[config.mk]
export PLATFORM = sky130hd
export DESIGN_NAME = pc_sequencer
export DESIGN_NICKNAME = d
export VERILOG_FILES = /design/src/rtl/pc_sequencer.sv
export SDC_FILE = /design/constraint.sdc
export NUM_CORES = 1
export LEC_CHECK = 0
export CAP_MARGIN = 40
export CORE_UTILIZATION = 40
export DETAILED_ROUTE_END_ITERATION = 12
export PLACE_DENSITY = 0.81
export SLEW_MARGIN = 20
export SYNTH_ARGS = -nofsm -noshare
export SYNTH_HDL_FRONTEND = slang
export SYNTH_SLANG_ARGS = --single-unit
export TNS_END_PERCENT = 50
[constraint.sdc]
create_clock -name CLK -period 2.8 [get_ports CLK]
set_input_delay 0.56 -clock CLK [delete_from_list [all_inputs] [get_ports CLK]]
set_output_delay 0.56 -clock CLK [all_outputs]
set_load 0.1 [all_outputs]
[src/rtl/pc_sequencer.sv]
// PC next-address sequencer: picks the PC source, gates PC loads, holds a redirect
// across instruction-memory stalls, flushes IF/ID and parks the front end on halt.
module pc_sequencer #(
  parameter int WORD_W = 32,
  parameter int CNT_W  = 16
) (
  input  logic              CLK,
  input  logic              RST,
  input  logic              ihit,
  input  logic              hazard_stall,
  input  logic              br_taken,
  input  logic [WORD_W-1:0] br_target,
  input  logic              jr_valid,
  input  logic [WORD_W-1:0] jr_target,
  input  logic              jmp_valid,
  input  logic [WORD_W-1:0] jmp_target,
  input  logic              halt,
  output logic [1:0]        pc_select,
  output logic [WORD_W-1:0] jump_data,
  output logic              pc_en,
  output logic              iren,
  output logic              flush,
  output logic              halted,
  output logic              redirect_pending,
  output logic [CNT_W-1:0]  stall_count
);

  typedef enum logic [1:0] {
    FETCH         = 2'd0,
    WAIT_REDIRECT = 2'd1,
    HALTED        = 2'd2
  } state_t;

  localparam logic [1:0] SEL_NEXT   = 2'b00;
  localparam logic [1:0] SEL_BRANCH = 2'b01;
  localparam logic [1:0] SEL_JUMP   = 2'b10;
  localparam logic [1:0] SEL_JR     = 2'b11;

  state_t              r_state;
  logic [1:0]          r_pend_sel;
  logic [WORD_W-1:0]   r_pend_target;
  logic [CNT_W-1:0]    r_stall_count;

  state_t              w_next_state;
  logic                w_redirect;
  logic [1:0]          w_redir_sel;
  logic [WORD_W-1:0]   w_redir_target;
  logic                w_capture;
  logic [1:0]          w_pc_select;
  logic [WORD_W-1:0]   w_jump_data;
  logic                w_pc_en;
  logic                w_iren;
  logic                w_flush;

  // Older instruction wins: EX branch beats ID jr beats ID j/jal.
  always_comb begin
    // NOTE: every always_comb output gets a default first so no path leaves it unassigned (no latch).
    w_redir_sel    = SEL_NEXT;
    w_redir_target = '0;
    if (br_taken) begin
      w_redir_sel    = SEL_BRANCH;
      w_redir_target = br_target;
    end else if (jr_valid) begin
      w_redir_sel    = SEL_JR;
      w_redir_target = jr_target;
    end else if (jmp_valid) begin
      w_redir_sel    = SEL_JUMP;
      w_redir_target = jmp_target;
    end
  end

  assign w_redirect = br_taken | jr_valid | jmp_valid;

  always_comb begin
    w_next_state = r_state;
    w_pc_select  = SEL_NEXT;
    w_jump_data  = '0;
    w_pc_en      = 1'b0;
    w_iren       = 1'b0;
    w_flush      = 1'b0;
    w_capture    = 1'b0;
    unique case (r_state)
      FETCH: begin
        w_iren = 1'b1;
        if (halt) begin
          w_flush      = 1'b1;
          w_next_state = HALTED;
        end else if (w_redirect) begin
          w_flush = 1'b1;
          if (ihit) begin
            // Stalled instruction is wrong-path, so hazard_stall does not block the load.
            w_pc_en     = 1'b1;
            w_pc_select = w_redir_sel;
            w_jump_data = w_redir_target;
          end else begin
            w_capture    = 1'b1;
            w_next_state = WAIT_REDIRECT;
          end
        end else begin
          w_pc_en = ihit & ~hazard_stall;
        end
      end
      WAIT_REDIRECT: begin
        w_iren = 1'b1;
        if (ihit) begin
          w_pc_en      = 1'b1;
          w_pc_select  = r_pend_sel;
          w_jump_data  = r_pend_target;
          w_flush      = 1'b1;
          w_next_state = FETCH;
        end
      end
      HALTED: begin
        w_next_state = HALTED;
      end
      default: begin
        w_next_state = FETCH;
      end
    endcase
    if (RST) begin
      w_pc_select = SEL_NEXT;
      w_jump_data = '0;
      w_pc_en     = 1'b0;
      w_iren      = 1'b0;
      w_flush     = 1'b0;
    end
  end

  // NOTE: sequential state uses non-blocking assignments so all registers update together.
  always_ff @(posedge CLK) begin
    if (RST) begin
      r_state       <= FETCH;
      r_pend_sel    <= SEL_NEXT;
      r_pend_target <= '0;
      r_stall_count <= '0;
    end else begin
      r_state <= w_next_state;
      if (w_capture) begin
        r_pend_sel    <= w_redir_sel;
        r_pend_target <= w_redir_target;
      end else if (r_state == WAIT_REDIRECT && ihit) begin
        r_pend_sel    <= SEL_NEXT;
        r_pend_target <= '0;
      end
      if (w_iren && !ihit && r_stall_count != {CNT_W{1'b1}}) begin
        r_stall_count <= r_stall_count + CNT_W'(1);
      end
    end
  end

  assign pc_select        = w_pc_select;
  assign jump_data        = w_jump_data;
  assign pc_en            = w_pc_en;
  assign iren             = w_iren;
  assign flush            = w_flush;
  assign halted           = (r_state == HALTED);
  assign redirect_pending = (r_state == WAIT_REDIRECT);
  assign stall_count      = r_stall_count;

endmodule

==> results_dict.tcl <==
set metrics [dict create \
    synth.distinct_cells 41 \
    relSlewSlack 0.6807 \
    setup_viol 0 \
    path_class "input pin to output pin" \
    grt_pass1_vias 3814 \
    seqCellArea_um2 1042 \
    die_w_um 89.02 \
    maxSlewViolCount 0 \
    wl_per_cell_um 19.77 \
    startpoint_type "input pin" \
    synth_warnings 0 \
    p_sw_frac 0.3166 \
    fmax_ghz 0.3646 \
    dp_cells 645 \
    crit_fanout 8 \
    via_per_inst 5.878 \
    pre_cts_slack_ns -0.2578 \
    initial_core_util 0.4154 \
    via_count 3903 \
    required_ns 2.24 \
    cts-root-buf "clkbuf_8" \
    final.period_utilization 0.9796 \
    grt_antenna_before_repair 2 \
    syn_avg_cell_area_um2 8.276 \
    clock_latency_ns 0.30 \
    place_area_um2 5489 \
    grt.overflow.total 0 \
    die_area_um2 7925 \
    power_switching_mw 0.6015 \
    cts_sinks 52 \
    synth_top_area_share 0.3437 \
    place_hpwl_mm 8.332 \
    wl_mm 13.12 \
    outcome "complete, no violations" \
    total_power_mw 1.900 \
    fillers 412 \
    post-route-min-period_ns 2.743 \
    cts_tree "done" \
    multiInputGateArea_um2 2152 \
    synth_edf_count 0 \
    groute.usage.overall 0.3212 \
    finClkSkew_ns 0.009002 \
    synth_ff_type "dfxtp_1" \
    ys_seq_area_frac 0.3437 \
    coreArea_um2 7292 \
    power_leakage_nw 2.484 \
    areaGrowthSynthToFinish_pct 97.73 \
    timing.final.ws_setup_ns 0.05719 \
    tightest_slew_ns 0.4739 \
    drive_above_1_share 0.3280 \
    hold_viol 0 \
    synthArstFlopShare 0 \
    htreeDepth 2 \
    slowest_delay_ns 0.42 \
    cts_hold_repair.buffers 0 \
    cpMaxStageDelayCell "clkdlybuf4s50_1" \
    die_h_um 89.02 \
    route.detailed.drc 0 \
    hold_class "flip-flop to flip-flop" \
    worstPathArrival_ns 2.18 \
    peakVddDrop_uv 302.9 \
    fin_cells 664 \
    grt_start_max_net_pins 59 \
    gp_congestion 0.8876 \
    clk_pin_slew_worst_paths_ns 0.10 \
    yosys_register_bits 52 \
    critPathTopFamily "buffers and inverters" \
    cp_common_cell "buf_12" \
    cts_buffer_depth 2 \
    synth_largest_area_cell "dfxtp_1" \
    most-common-layout-cells "clkdlybuf4s50_1, buf_4, dfxtp_1, buf_12, nand2_1" \
    rsz0062_at_grt "true" \
    syn_inst 366 \
    crit_chain "clkdlybuf4s50_1 -> or2_4 -> nor3_4 -> buf_12 -> buf_6 -> buf_16 -> a22o_4 -> buf_12" \
    num_rows 31 \
    syn_area_um2 3029 \
    powerDensity_nw_per_um2 317.2 \
    io_pins 159 \
    drtAntennaViolNets 0 \
    synth_area_leaders "dfxtp_1, a22o_1, a22oi_1" \
    maxCapViolations 0 \
    crit_buf_inv 5 \
    fin_util 0.8214 \
    endpoint_kind "output pin" \
    drtPass1Iterations 4 \
    nNetsFinal 668 \
    grt_pass1_wl_mm 19.40 \
    setup_tns_ns 0 \
    p_int_mw 1.299 \
    drt-initial-drc-count 178 \
    cts_made_buffers 5 \
    syn_nets 471 \
    hold_ws_ns 0.5148 \
    clockPowerShare 0.238 \
    p_seq_frac 0.413 \
    io_buffer_count 158 \
    final_common_cell "clkdlybuf4s50_1" \
    combPwrFrac 0.349 \
    stdcell_area_um2 5989 \
]
## kinds of logic after synthesis
| group | Yosys count | share of synthesized area |
|---|---|---|
| DFF | 52 | 0.3437 |
| buffers and inverters | 38 | 0.05989 |
| adders and majority gates | 1 | 0.004130 |
| muxes | 3 | 0.01115 |
| AOI/OAI and AO/OA | 162 | 0.3978 |
| and+or+nand+nor | 110 | 0.1834 |
## Yosys cell counts (2+ instances only)
cell      count
a211oi_1      2
a21oi_1       7
a22o_1       64
a22oi_1      32
and4_1        2
buf_2         7
buf_6         4
clkbuf_1     23
dfxtp_1      52
inv_1         4
mux2_2        3
nand2_1      43
nand3_1       7
nand4_1       7
nor2_1       15
nor2b_1       6
nor3_1        8
nor4_1        5
o21a_1        4
o21ai_0      36
o311ai_0      4
o31a_1        2
o41ai_1       3
or2_2         3
or3_1         6
or3_4         2
## final timing paths
check	start	endpoint	slack (ns)	depth (start not counted)
hold reg to reg	r_pend_target[10]$_SDFFE_PP0P_	r_pend_target[10]$_SDFFE_PP0P_	0.51	1
setup / recovery	RST	jump_data[1]	0.06	8
hold / removal	r_pend_target[10]$_SDFFE_PP0P_	r_pend_target[10]$_SDFFE_PP0P_	0.51	1
setup reg to reg	r_state[1]$_SDFFE_PP0P_	r_pend_target[7]$_SDFFE_PP0P_	0.76	5
## power by group through the flow
stage / combinational [mW] / clock [mW] / sequential [mW]
3_3_place_gp: 0.592 / 0 / 0.795
6_report: 0.664 / 0.452 / 0.784
2_1_floorplan: 0.269 / 0 / 0.805
4_1_cts: 0.646 / 0.461 / 0.782
5_1_grt: 0.698 / 0.487 / 0.787
3_5_place_dp: 0.606 / 0 / 0.796
## worst reg2reg max path: stages (launching register included)
cell and delay, ns:
dfxtp_2 0.37, or3_4 0.40, buf_4 0.14, or3_4 0.40
and3_4 0.32, a22o_1 0.31
## per-layer routing
| metal | track usage | vias to the layer above | part of all wire |
|---|---|---|---|
| met3 | 0.06187 | 39 | 0.079 |
| met1 | 0.3658 | 1861 | 0.39 |
| li1 | - | 1828 | - |
| met4 | 0.1443 | 2 | 0.031 |
| met5 | 0 | - | 0.00084 |
| met2 | 0.5832 | 173 | 0.50 |
## state kept, by name, indices dropped and copies added (netlist names)
signal / count
r_pend_target: 32
stall_count: 16
r_pend_sel: 2
r_state: 2
## area by class of cell
class,count,area share
Tap cell,99,0.02068
Sequential cell,52,0.1740
Timing Repair Buffer,224,0.4274
Inverter,4,0.002507
Clock inverter,1,0.001253
Multi-Input combinational cell,276,0.3593
Antenna cell,1,0.0004178
Clock buffer,7,0.01441
## what timing repair did
item | in CTS | in global routing
setup buffers | 7 | 0
pin swaps | 4 | 4
setup endpoints to repair | 34 | 33
gates cloned | 3 | 0
resized for setup | 40 | 7
No activity file was read; power rests on OpenSTA's default activity.
